### config.mk
export PLATFORM = sky130hd
export DESIGN_NAME = mitchell_log_encoder
export DESIGN_NICKNAME = d
export VERILOG_FILES = /design/src/rtl/mitchell_log_encoder.sv
export SDC_FILE = /design/constraint.sdc
export NUM_CORES = 1
export LEC_CHECK = 0
export CAP_MARGIN = 20
export CORE_MARGIN = 10
export CORE_UTILIZATION = 50
export CTS_BUF_LIST = sky130_fd_sc_hd__clkbuf_4
export DETAILED_ROUTE_END_ITERATION = 7
export PLACE_DENSITY = 0.76
export SLEW_MARGIN = 20
export SYNTH_ARGS = -nofsm -noshare
export SYNTH_HDL_FRONTEND = slang
export SYNTH_SLANG_ARGS = --single-unit
### constraint.sdc
create_clock -name clk -period 1.8 [get_ports clk]
set_input_delay 0.18 -clock clk [delete_from_list [all_inputs] [get_ports clk]]
set_output_delay 0.18 -clock clk [all_outputs]
set_load 0.02 [all_outputs]
### src/rtl/mitchell_log_encoder.sv
// Two-stage Mitchell log encoder: leading-one detect, then fraction extract and packing as {k, frac}.
// Optional saturating fraction bias is enabled by defining BIAS_COMP_EN.
module mitchell_log_encoder #(
    parameter int               IN_W   = 16,
    parameter int               K_W    = 4,
    parameter int               FRAC_W = 7,
    parameter logic [FRAC_W-1:0] BIAS  = 7'd5,
    localparam int              LOG_W  = K_W + FRAC_W
) (
    input  logic             clk,
    input  logic             rst_n,
    input  logic             in_valid,
    output logic             in_ready,
    input  logic [IN_W-1:0]  a,
    input  logic [IN_W-1:0]  b,
    output logic             out_valid,
    input  logic             out_ready,
    output logic [LOG_W-1:0] log_a,
    output logic [LOG_W-1:0] log_b,
    output logic             zero
);

`ifdef BIAS_COMP_EN
    localparam bit BIAS_ON = 1'b1;
`else
    localparam bit BIAS_ON = 1'b0;
`endif

    localparam logic [FRAC_W-1:0] BIAS_APPLIED = BIAS_ON ? BIAS : {FRAC_W{1'b0}};
    localparam int                SH           = IN_W - 1 - FRAC_W;

    function automatic logic [K_W-1:0] lead_one(input logic [IN_W-1:0] op);
        logic [K_W-1:0] k;
        k = {K_W{1'b0}};
        for (int i = 0; i < IN_W; i++) begin
            if (op[i]) k = K_W'(i);
        end
        return k;
    endfunction

    // Shift the leading one to the MSB, then keep the FRAC_W bits just below it.
    function automatic logic [FRAC_W-1:0] frac_of(input logic [IN_W-1:0] op, input logic [K_W-1:0] k);
        logic [IN_W-1:0] aligned;
        aligned = op << (K_W'(IN_W - 1) - k);
        return FRAC_W'(aligned >> SH);
    endfunction

    function automatic logic [FRAC_W-1:0] bias_sat(input logic [FRAC_W-1:0] f);
        logic [FRAC_W:0] sum;
        sum = {1'b0, f} + {1'b0, BIAS_APPLIED};
        return sum[FRAC_W] ? {FRAC_W{1'b1}} : sum[FRAC_W-1:0];
    endfunction

    function automatic logic [LOG_W-1:0] pack_log(input logic [IN_W-1:0] op, input logic [K_W-1:0] k);
        logic [LOG_W-1:0] r;
        if (op == {IN_W{1'b0}}) begin
            r = {LOG_W{1'b0}};
        end else begin
            r = {k, bias_sat(frac_of(op, k))};
        end
        return r;
    endfunction

    logic             s1_valid_q, s1_valid_d;
    logic [IN_W-1:0]  s1_a_q, s1_a_d, s1_b_q, s1_b_d;
    logic [K_W-1:0]   s1_ka_q, s1_ka_d, s1_kb_q, s1_kb_d;
    logic             s1_zero_q, s1_zero_d;
    logic             out_valid_q, out_valid_d;
    logic [LOG_W-1:0] log_a_q, log_a_d, log_b_q, log_b_d;
    logic             zero_q, zero_d;
    logic             s1_load_s, s2_load_s;

    // Handshake and next-state for both stages; stalled stages keep their contents.
    always_comb begin
        s2_load_s   = !out_valid_q || out_ready;
        s1_load_s   = !s1_valid_q || s2_load_s;
        s1_valid_d  = s1_valid_q;
        s1_a_d      = s1_a_q;
        s1_b_d      = s1_b_q;
        s1_ka_d     = s1_ka_q;
        s1_kb_d     = s1_kb_q;
        s1_zero_d   = s1_zero_q;
        out_valid_d = out_valid_q;
        log_a_d     = log_a_q;
        log_b_d     = log_b_q;
        zero_d      = zero_q;
        if (s1_load_s) begin
            s1_valid_d = in_valid;
            if (in_valid) begin
                s1_a_d    = a;
                s1_b_d    = b;
                s1_ka_d   = lead_one(a);
                s1_kb_d   = lead_one(b);
                s1_zero_d = (a == {IN_W{1'b0}}) || (b == {IN_W{1'b0}});
            end else begin
                s1_zero_d = s1_zero_q;
            end
        end else begin
            s1_valid_d = s1_valid_q;
        end
        if (s2_load_s) begin
            out_valid_d = s1_valid_q;
            if (s1_valid_q) begin
                log_a_d = pack_log(s1_a_q, s1_ka_q);
                log_b_d = pack_log(s1_b_q, s1_kb_q);
                zero_d  = s1_zero_q;
            end else begin
                zero_d  = zero_q;
            end
        end else begin
            out_valid_d = out_valid_q;
        end
    end

    // Pipeline registers.
    always_ff @(posedge clk or negedge rst_n) begin
        if (!rst_n) begin
            s1_valid_q  <= 1'b0;
            s1_a_q      <= {IN_W{1'b0}};
            s1_b_q      <= {IN_W{1'b0}};
            s1_ka_q     <= {K_W{1'b0}};
            s1_kb_q     <= {K_W{1'b0}};
            s1_zero_q   <= 1'b0;
            out_valid_q <= 1'b0;
            log_a_q     <= {LOG_W{1'b0}};
            log_b_q     <= {LOG_W{1'b0}};
            zero_q      <= 1'b0;
        end else begin
            s1_valid_q  <= s1_valid_d;
            s1_a_q      <= s1_a_d;
            s1_b_q      <= s1_b_d;
            s1_ka_q     <= s1_ka_d;
            s1_kb_q     <= s1_kb_d;
            s1_zero_q   <= s1_zero_d;
            out_valid_q <= out_valid_d;
            log_a_q     <= log_a_d;
            log_b_q     <= log_b_d;
            zero_q      <= zero_d;
        end
    end

    assign in_ready  = s1_load_s;
    assign out_valid = out_valid_q;
    assign log_a     = log_a_q;
    assign log_b     = log_b_q;
    assign zero      = zero_q;

endmodule

# Word-level counts from Yosys, hierarchy flattened
# Index checks and enable logic that the tools add are counted.
# W data, S select, Z words.
[word_totals]
in_bits = 36
wordCells = 57
reg_bits = 66
output_inout_bits = 25
[op_classes]
addsub = 2
n_reduce_logical = 11
n_mux = 32
shift = 2
[op_table]
columns = ["operator", "n"]
rows = [
  ["$mux W4", 28],
  ["$logic_not A16 Y1", 4],
  ["$shl A16 B4 Y15", 2],
  ["$mux W11", 2],
  ["$sub A4 B4 Y4 const A", 2],
  ["$reduce_and A2 Y1", 2],
  ["$logic_or A1 B1 Y1", 3],
  ["$logic_not A1 Y1", 2],
  ["$mux W1", 2],
]

# Depth between registers and ports, before layout
# Gate-level depths: netlist of the first run.
[depth]
word_depth = 15
mapped_depth = 7

# Worst setup path after synthesis of the first run
# Ideal clock, no wire load.
[synth_path]
path_kind = "register -> register"
start = "register out_valid_q, in the netlist out_valid"
end = "register s1_ka_q[2]"
slack_ns = 0.240
arrival_time_ns = 1.478
path_stages_with_launch = 7
period_less_slack_ns = 1.560
n_path_buf = 2
setup_time_ns = 0.082
cell_sequence = "dfrtp_1 nand3b_1 and2_1 clkbuf_1 clkbuf_1 nor2_1 a31oi_1"
[synth_via]
elab_chain_cells = 4
[synth_rtl]
columns = ["element", "line_no", "source"]
rows = [
  ["start: declaration", "68", "logic out_valid_q, out_valid_d;"],
  ["start signal: assignment", "135", "out_valid_q <= out_valid_d;"],
  ["$logic_not A1 Y1", "75", "s2_load_s = !out_valid_q || out_ready;"],
  ["$logic_or A1 B1 Y1", "75", ""],
  ["$logic_or A1 B1 Y1", "76", "s1_load_s = !s1_valid_q || s2_load_s;"],
  ["named net in_ready", "13", "output logic in_ready,"],
  ["$reduce_and A2 Y1 (no source line)", "-", ""],
  ["end signal: assignment", "121", "s1_ka_q <= {K_W{1'b0}};"],
  ["end signal: assignment", "132", "s1_ka_q <= s1_ka_d;"],
  ["end: declaration", "66", "logic [K_W-1:0] s1_ka_q, s1_ka_d, s1_kb_q, s1_kb_d;"],
]
# The timed path passes the listed nets, and every way through them passes these cells.
# A chain may end at the register's enable or synchronous reset.

# Final worst setup path of the first run
[layout_path]
start = "register s1_a_q[11]"
end = "register log_a_q[2], in the netlist log_a[2]"
[layout_via]
elab_chain_cells = 2
elab_cells_between_ends = 3
cone_classes = "shift (1); mux (1); reduce/logical (1)"
[layout_rtl]
columns = ["element", "line_no", "source"]
rows = [
  ["start: declaration", "65", "logic [IN_W-1:0] s1_a_q, s1_a_d, s1_b_q, s1_b_d;"],
  ["start signal: assignment", "119", "s1_a_q <= {IN_W{1'b0}};"],
  ["$shl A16 B4 Y15 / $logic_not A16 Y1 (equally long branches)", "44, 56", ""],
  ["$mux W11 (*)", "56", "if (op == {IN_W{1'b0}}) begin"],
  ["end signal: assignment", "125", "log_a_q <= {LOG_W{1'b0}};"],
  ["end signal: assignment", "136", "log_a_q <= log_a_d;"],
  ["end: declaration", "69", "logic [LOG_W-1:0] log_a_q, log_a_d, log_b_q, log_b_d;"],
]
# Mark *: on every way between the ends. The rest lies on a longest branch, timed or not.

==> results.txt, run 1 <==
Worst path max stage delay: 470 ps
Delay-heaviest family, CP: simple AND/OR/NAND/NOR gates
Syn Inst Count: 396
Top FF cell, synth: dfrtp_1
Pre-CTS WS: -5.26 ps
RSZ-0062 raised after global routing: false
Via-per-instance ratio: 5.61
Skew final: 10.1 ps
Vias in the first global route: 3039
Sink Count: 66
Initial antenna violation count: 0
CP Capture Type: register
Sequential cell area: 0.00165 sq mm
Reg2Reg Depth: 5
Critical path, cell by cell: nor4_2 -> nand4_1 -> nand3_1 -> nor3b_1 -> a221o_1
I/O Buffers: 60
MaxCap Viol Count: 0
Worst r2r src: s1_a_q[11]$_DFFE_PN0P_
YS warnings: 0
Post-route design area: 0.00454 sq mm
Worst slew pin tran: 591 ps
Deepest clock path buffer count: 2
Slew Viols, Final: 0
Post-layout minimum cycle time: 1690 ps
Ant. Diodes: 0
EDFF count, synth: 0
Area post-placement: 0.00443 sq mm
WL/cell: 15.9 um
Yosys top cell area share: 45.0%
Register area share after synthesis: 45.0%
Final setup vio count: 0
Util after Layout: 63.0%
Root buffer cell: clkbuf_4
#FFs+latches synth: 66
Avg Cell Area, Syn: 9.28 sq um
WP data arrival: 2000 ps
Starting Density: 50.9%
Min setup slack post-route: 107 ps
Die Ht: 106 um
Fillers: 644
Hpwl dp: 6730 um
Final WL: 8960 um
Mapped Area: 0.00367 sq mm
Largest area contributor in the netlist: dfrtp_1
Row cnt: 31
Outcome: finished clean
Max Freq: 0.591 GHz
Area growth from synthesis to layout: 23.7%
Multi-input gate area: 0.00188 sq mm
Fin. Hold Viols: 0
Worst-path clk slew: 100 ps
Worst-Skew Late Latency: 420 ps
DRC errors left: 0
Peak VDD IR: 418 uV
Leak Pwr: 2.04 nW
Max Fanout on Critical Path: 5
Synth async-reset ratio: 100%
Routability congestion estimate: 0.868
Critical path's slowest cell: dfrtp_1
DIE WIDTH: 106 um
Distinct cells, synth: 41
Area of the core: 0.00721 sq mm
FF-to-FF setup slack: 110 ps
Placed insts: 549
CP Class: reg -> reg
Crit start category: register
Smallest hold slack: 301 ps
CTS tree: yes
R2R Path End: log_a[2]$_DFFE_PN0P_
Final Cycle Share: 94.0%
Nets: 498
Slew headroom: 60.2%
Power Density: 912 mW/mm^2
Top Ports: 61
Routed vias: 3165
Post-route ant nets: 0
Net Count, Synth: 432
CTS Buf Count: 9
Share of post-route cells with drive strength above 1: 12.7%
DR iter-0 viols: 251
Die area: 0.0112 sq mm
Post-Layout Cell Count: 564
Gr usage total: 16.4%
Worst Path Buf+Inv: 0
Hold Crit Class: in -> async
First-pass GRT wire length: 15200 um
Post-CTS Repair Setup Buffers: 0
Largest net degree at the start of global routing: 67
Synth top area cells: dfrtp_1 45%, nand2_1 11%, mux4_2 5.5%
WP data required: 2110 ps
Drt pass-1 iters: 4
Overflow after GRT: 0
H-tree lvl count: 3
-- routing by layer --
metal / routed length [um] / share of wire [%] / track usage [%] / up-vias
li1: - / - / - / 1556
met1: 4200 / 47 / 23.5 / 1484
met2: 3950 / 44 / 22.9 / 114
met3: 642 / 7.2 / 3.90 / 11
met4: 162 / 1.8 / 7.25 / 0
met5: 0 / 0 / 0 / -
-- cells in the final DEF, fill, tap and decap left out, types with 5 or more instances in the layout --
master,netlist,layout
nand2_1,107,107
dfrtp_1,66,64
clkdlybuf4s50_1,0,58
nor2_1,23,23
o21ai_0,22,22
a21oi_1,19,19
mux2i_1,16,16
nor4_1,16,15
buf_4,1,14
mux2_2,12,12
nand2b_1,11,11
mux4_2,9,9
a22o_1,9,9
clkbuf_4,0,9
a211oi_1,6,6
inv_1,6,6
a31oi_1,6,6
nor3_1,5,5
-- registers in the layout (all words and copies together), names as in the netlist --
signal / count
out_valid: 1
s1_b_q: 16
log_b: 11
s1_kb_q: 4
zero: 1
s1_zero_q: 1
s1_a_q: 16
log_a: 11
s1_valid_q: 1
s1_ka_q: 4
-- kinds of logic (layout without fill, tap and decap cells) --
group | count (synthesis) | count (layout) | synth area share (%)
multiplexers | 40 | 40 | 15.4
AO/OA/AOI/OAI | 78 | 78 | 13.4
flip-flops | 66 | 66 | 45.0
AND/OR/NAND/NOR | 183 | 183 | 22.2
buffers and inverters | 29 | 98 | 4.09
-- per-stage QoR --
| step | TNS, ps | power (mW) |
|---|---|---|
| global route | 0 | 4.40 |
| finish | 0 | 4.14 |
| CTS | 0 | 4.17 |
| floorplan | 0 | 2.79 |
| detailed placement | -5.26 | 3.41 |
| global placement | 0 | 3.36 |
-- worst register-to-register path, delay by kind of cell, from the launching register on --
kind / cells / cell delay (ps)
AND/OR/NAND/NOR: 4 / 850
flip-flops: 1 / 470
AO/OA/AOI/OAI: 1 / 260
-- how the worst max path moves through the flow --
stage	end	cells after the start	from
global route	log_a[2]$_DFFE_PN0P_	5	s1_a_q[11]$_DFFE_PN0P_
floorplan	s1_ka_q[2]$_DFFE_PN0P_	6	out_valid$_DFFE_PN0P_
CTS	log_a[2]$_DFFE_PN0P_	5	s1_a_q[11]$_DFFE_PN0P_
detailed placement	log_b[4]$_DFFE_PN0P_	6	s1_kb_q[0]$_DFFE_PN0P_
finish	log_a[2]$_DFFE_PN0P_	5	s1_a_q[11]$_DFFE_PN0P_
global placement	log_b[5]$_DFFE_PN0P_	5	s1_kb_q[0]$_DFFE_PN0P_
-- cells in the mapped netlist (3+ instances only) --
cell and number:
nand2b_1 11, nor2b_1 3, a211oi_1 6, nand2_1 107, nor2_1 23, mux2_2 12
dfrtp_1 66, o31ai_1 3, nand3_1 5, mux4_2 9, o21ai_1 3, a21oi_1 19
nand4_1 4, a31oi_1 6, o21ai_0 22, mux2i_1 16, clkbuf_1 12, nor3_1 5
inv_1 6, buf_2 6, a22o_1 9, buf_6 4, nor4_1 16
-- where the power goes --
part	switching, mW	internal (mW)
combinational	0.679	0.728
clock	0.510	0.254
sequential	0.245	1.73
-- area by class of cell --
class | count | share of cell area [%]
multi-input combinational | 301 | 41.4
timing repair buffer | 78 | 16.9
clock inverter | 5 | 0.523
tap | 99 | 2.73
sequential | 66 | 36.4
inverter | 6 | 0.496
clock buffer | 9 | 1.49
-- timing repair --
action | CTS | global route
hold endpoints to repair | 66 | 0
gates resized for setup | 2 | 3
setup endpoints to repair | 4 | 4
hold buffers | 1 | 0
gates cloned | 0 | 0
pin swaps | 0 | 0
Note: power is estimated with default switching activity, not from simulation.
==> inputs of run 2 (changes only) <==
SETUP_SLACK_MARGIN = 0.02   (was unset)
==> results.txt, run 2 (synthesized netlist as in run 1, its figures left out) <==
Die Ht: 106 um
Largest net degree at the start of global routing: 67
Peak VDD IR: 416 uV
I/O Buffers: 60
Post-CTS Repair Setup Buffers: 0
Root buffer cell: clkbuf_4
DRC errors left: 0
CTS Buf Count: 9
First-pass GRT wire length: 15200 um
WL/cell: 15.9 um
Hpwl dp: 6730 um
Routed vias: 3171
R2R Path End: log_a[2]$_DFFE_PN0P_
CTS tree: yes
Leak Pwr: 2.04 nW
Max Fanout on Critical Path: 5
Overflow after GRT: 0
Sink Count: 66
Worst-path clk slew: 100 ps
Worst r2r src: s1_a_q[11]$_DFFE_PN0P_
Gr usage total: 16.4%
Worst slew pin tran: 591 ps
Crit start category: register
Worst-Skew Late Latency: 420 ps
WP data arrival: 2010 ps
Crit path to: log_a[2]$_DFFE_PN0P_
FF-to-FF setup slack: 100 ps
DR iter-0 viols: 247
Row cnt: 31
Post-layout minimum cycle time: 1700 ps
Outcome: finished clean
Util after Layout: 63.0%
Routability congestion estimate: 0.868
Skew final: 10.3 ps
Slew Viols, Final: 0
Drt pass-1 iters: 4
Share of post-route cells with drive strength above 1: 12.7%
RSZ-0062 raised after global routing: true
Deepest clock path buffer count: 2
MaxCap Viol Count: 0
WP data required: 2110 ps
Most frequent cells in the layout: 107 x nand2_1, 64 x dfrtp_1, 58 x clkdlybuf4s50_1
Ant. Diodes: 0
Area growth from synthesis to layout: 23.7%
Commonest non-fill, non-tap cell in the layout: nand2_1
Nets: 498
Initial antenna violation count: 0
Final setup vio count: 0
Max Freq: 0.589 GHz
Final Cycle Share: 94.3%
H-tree lvl count: 3
Die area: 0.0112 sq mm
Post-route ant nets: 0
CP Class: reg -> reg
Biggest regs: s1_a_q: 16 flops, s1_b_q: 16 flops
Power Density: 912 mW/mm^2
Top Ports: 61
Slew headroom: 60.2%
Hold Crit Class: in -> async
Fin. Hold Viols: 0
Vias in the first global route: 3039
Setup TNS: 0 ps
Starting Density: 50.9%
Final Power: 4.14 mW
Reg2Reg Depth: 5
DIE WIDTH: 106 um
Area of the core: 0.00721 sq mm
Via-per-instance ratio: 5.62
Final WL: 8950 um
Setup crit start: s1_a_q[11]$_DFFE_PN0P_
CP Capture Type: register
run 2: cell counts in the layout (fill, tap and decap cells not counted):
Identical to the previous run, type by type.
run 2: worst max-delay path, stage by stage (launching register included):
cell,delay [ps]
dfrtp_1,470
nor4_2,360
nand4_1,190
nand3_1,220
nor3b_1,80
a221o_1,260
run 2: what timing repair did:
action                                 in CTS  in global routing
setup endpoints to repair                   6                  7
endpoints found under the hold margin      66                  0
hold buffers                                1                  0
gates resized for setup                     2                  3
run 2: worst min-delay path by stage:
stage / start / endpoint / slack, ps
after floorplan: rst_n / log_a[0]$_DFFE_PN0P_ / -120
after global placement: rst_n / s1_a_q[10]$_DFFE_PN0P_ / 220
after detailed placement: rst_n / s1_a_q[10]$_DFFE_PN0P_ / 230
after CTS: rst_n / s1_b_q[10]$_DFFE_PN0P_ / 300
after global routing: b[0] / s1_b_q[0]$_DFFE_PN0P_ / 320
final: rst_n / s1_a_q[15]$_DFFE_PN0P_ / 300
run 2: power by group:
part	total, mW	internal (mW)	switching, mW
Sequential	1.97	1.73	0.244
Clock	0.765	0.254	0.511
Combinational	1.41	0.728	0.681
Total	4.14	2.71	1.44
run 2: per-stage QoR:
step	worst slack [ps]	hold slack [ps]	instances	instance area (sq um)
finish	102	296	564	4540
global route	0.886	315	564	4540
CTS	82.6	300	564	4530
detailed placement	-5.26	230	549	4430
global placement	40.9	218	549	4430
floorplan	240	-116	396	3670
run 2: metal layers:
metal / vias to the layer above / part of all wire [%] / track usage, %
met3: 11 / 6.9 / 3.90
met4: 0 / 1.8 / 7.25
li1: 1556 / - / -
met2: 111 / 44 / 22.9
met5: - / 0 / 0
met1: 1493 / 47 / 23.5
run 2: area by class of cell:
type                    count  area [sq um]
inverters                   6          22.5
flip-flops and latches     66          1650
clock inverters             5          23.8
clock buffers               9          67.6
fillers                   644          2670
multi-input cells         301          1880
well taps                  99           124
repair buffers             78           769
==> inputs of run 3 (changes only) <==
REMOVE_ABC_BUFFERS = 1   (was unset)
==> results.txt, run 3 (synthesized netlist as in run 1, its figures left out) <==
MaxCap Viol Count: 0
Worst path max stage delay: 530 ps
Post-route design area: 0.00460 sq mm
Overflow after GRT: 0
CTS tree: yes
Starting Density: 50.9%
Critical path's slowest cell: mux4_1
WP data required: 2100 ps
RSZ-0062 raised after global routing: true
DIE WIDTH: 106 um
Switching power: 1.41 mW
R2R Path End: log_b[4]$_DFFE_PN0P_
Initial antenna violation count: 0
Critical path, cell by cell: buf_4 -> mux4_1 -> mux2i_1 -> a21oi_1 -> a22o_1
Switch share: 32.9%
Vias in the first global route: 3137
Routability congestion estimate: 0.865
Reg2Reg Depth: 5
CP Class: reg -> reg
I/O Buffers: 60
Worst-Skew Late Latency: 410 ps
DR iter-0 viols: 101
Max Fanout on Critical Path: 6
Placed insts: 550
Sink Count: 66
Via-per-instance ratio: 5.50
Final Power: 4.30 mW
Slew Viols, Final: 0
DRC errors left: 0
Top Ports: 61
Comb power frac: 33.2%
Worst slew pin tran: 434 ps
GR Layer Usage met2: 25.1%
Area of the core: 0.00721 sq mm
Outcome: finished clean
Part of the power in registers: 45.8%
GRT Max-Usage Layer: met2
Pre-CTS WS: 10.6 ps
Peak VDD IR: 428 uV
Crit start category: register
Power Density: 935 mW/mm^2
Routed vias: 3121
Internal power: 2.88 mW
Leak Pwr: 2.06 nW
Setup TNS: 0 ps
Deepest clock path buffer count: 2
Share of post-route cells with drive strength above 1: 12.6%
Die Ht: 106 um
Largest net degree at the start of global routing: 67
Drt pass-1 iters: 4
Gr usage total: 16.6%
Die area: 0.0112 sq mm
Skew final: 11.7 ps
Post-Layout Cell Count: 567
Area growth from synthesis to layout: 25.1%
Commonest non-fill, non-tap cell in the layout: nand2_1
GR Layer Usage met1: 22.8%
Min setup slack post-route: 103 ps
CP Capture Type: register
Met3 usage: 3.35%
WL/cell: 15.8 um
Hold Crit Class: in -> async
Max Freq: 0.589 GHz
Worst-path clk slew: 110 ps
WP data arrival: 1990 ps
Final Cycle Share: 94.3%
Post-layout minimum cycle time: 1700 ps
Most frequent cells in the layout: 107 x nand2_1, 63 x dfrtp_1, 58 x clkdlybuf4s50_1
Clock power share: 21.0%
Hpwl dp: 6860 um
Root buffer cell: clkbuf_4
Ant. Diodes: 0
Final setup vio count: 0
Area post-placement: 0.00445 sq mm
FF-to-FF setup slack: 100 ps
Fin. Hold Viols: 0
Nets: 500
H-tree lvl count: 3
Worst r2r src: s1_kb_q[0]$_DFFE_PN0P_
Final WL: 8950 um
Biggest regs: s1_a_q: 16 flops, s1_b_q: 16 flops
Smallest hold slack: 298 ps
Post-route ant nets: 0
Slew headroom: 71.0%
Row cnt: 31
First-pass GRT wire length: 15600 um
CTS Buf Count: 9
Util after Layout: 63.7%
run 3: power by group through the flow:
stage	combinational (mW)	clock, mW	sequential [mW]
after global placement	1.40	0	1.98
after floorplan	0.622	0	2.12
after detailed placement	1.42	0	2.00
after global routing	1.57	0.993	2.00
final	1.43	0.904	1.97
after CTS	1.43	0.921	1.97
run 3: critical path, delay by kind of cell, from the launching register on:
family / cells / cell delay [ps]
AO/OA/AOI/OAI: 2 / 290
flip-flops: 1 / 470
buffers and inverters: 1 / 150
multiplexers: 2 / 680
run 3: layout make-up:
class | count | area, sq um
fillers | 611 | 2620
multi-input cells | 301 | 1870
flip-flops and latches | 66 | 1660
repair buffers | 80 | 801
well taps | 99 | 124
clock buffers | 10 | 75.1
clock inverters | 5 | 46.3
inverters | 6 | 22.5
run 3: worst max-delay path by stage:
| stage | startpoint | end | slack [ps] | cells past startpoint |
|---|---|---|---|---|
| final | s1_kb_q[0]$_DFFE_PN0P_ | log_b[4]$_DFFE_PN0P_ | 100 | 5 |
| after global routing | s1_kb_q[0]$_DFFE_PN0P_ | log_b[4]$_DFFE_PN0P_ | -2 | 5 |
| after CTS | s1_ka_q[0]$_DFFE_PN0P_ | log_a[2]$_DFFE_PN0P_ | 90 | 6 |
| after detailed placement | s1_kb_q[0]$_DFFE_PN0P_ | log_b[1]$_DFFE_PN0P_ | 10 | 5 |
| after global placement | s1_kb_q[0]$_DFFE_PN0P_ | log_b[5]$_DFFE_PN0P_ | 40 | 6 |
| after floorplan | out_valid$_DFFE_PN0P_ | s1_kb_q[0]$_DFFE_PN0P_ | -180 | 4 |
run 3: repair_timing:
item	in CTS	in global routing
endpoints found under the hold margin	66	0
setup buffers	0	1
hold buffers	1	0
endpoints found under the setup margin	4	10
resized for setup	2	3
run 3: routing by layer:
layer / vias up / wire length, um
met5: - / 0
met4: 0 / 148
met3: 10 / 462
met2: 78 / 4070
met1: 1480 / 4270
li1: 1553 / -
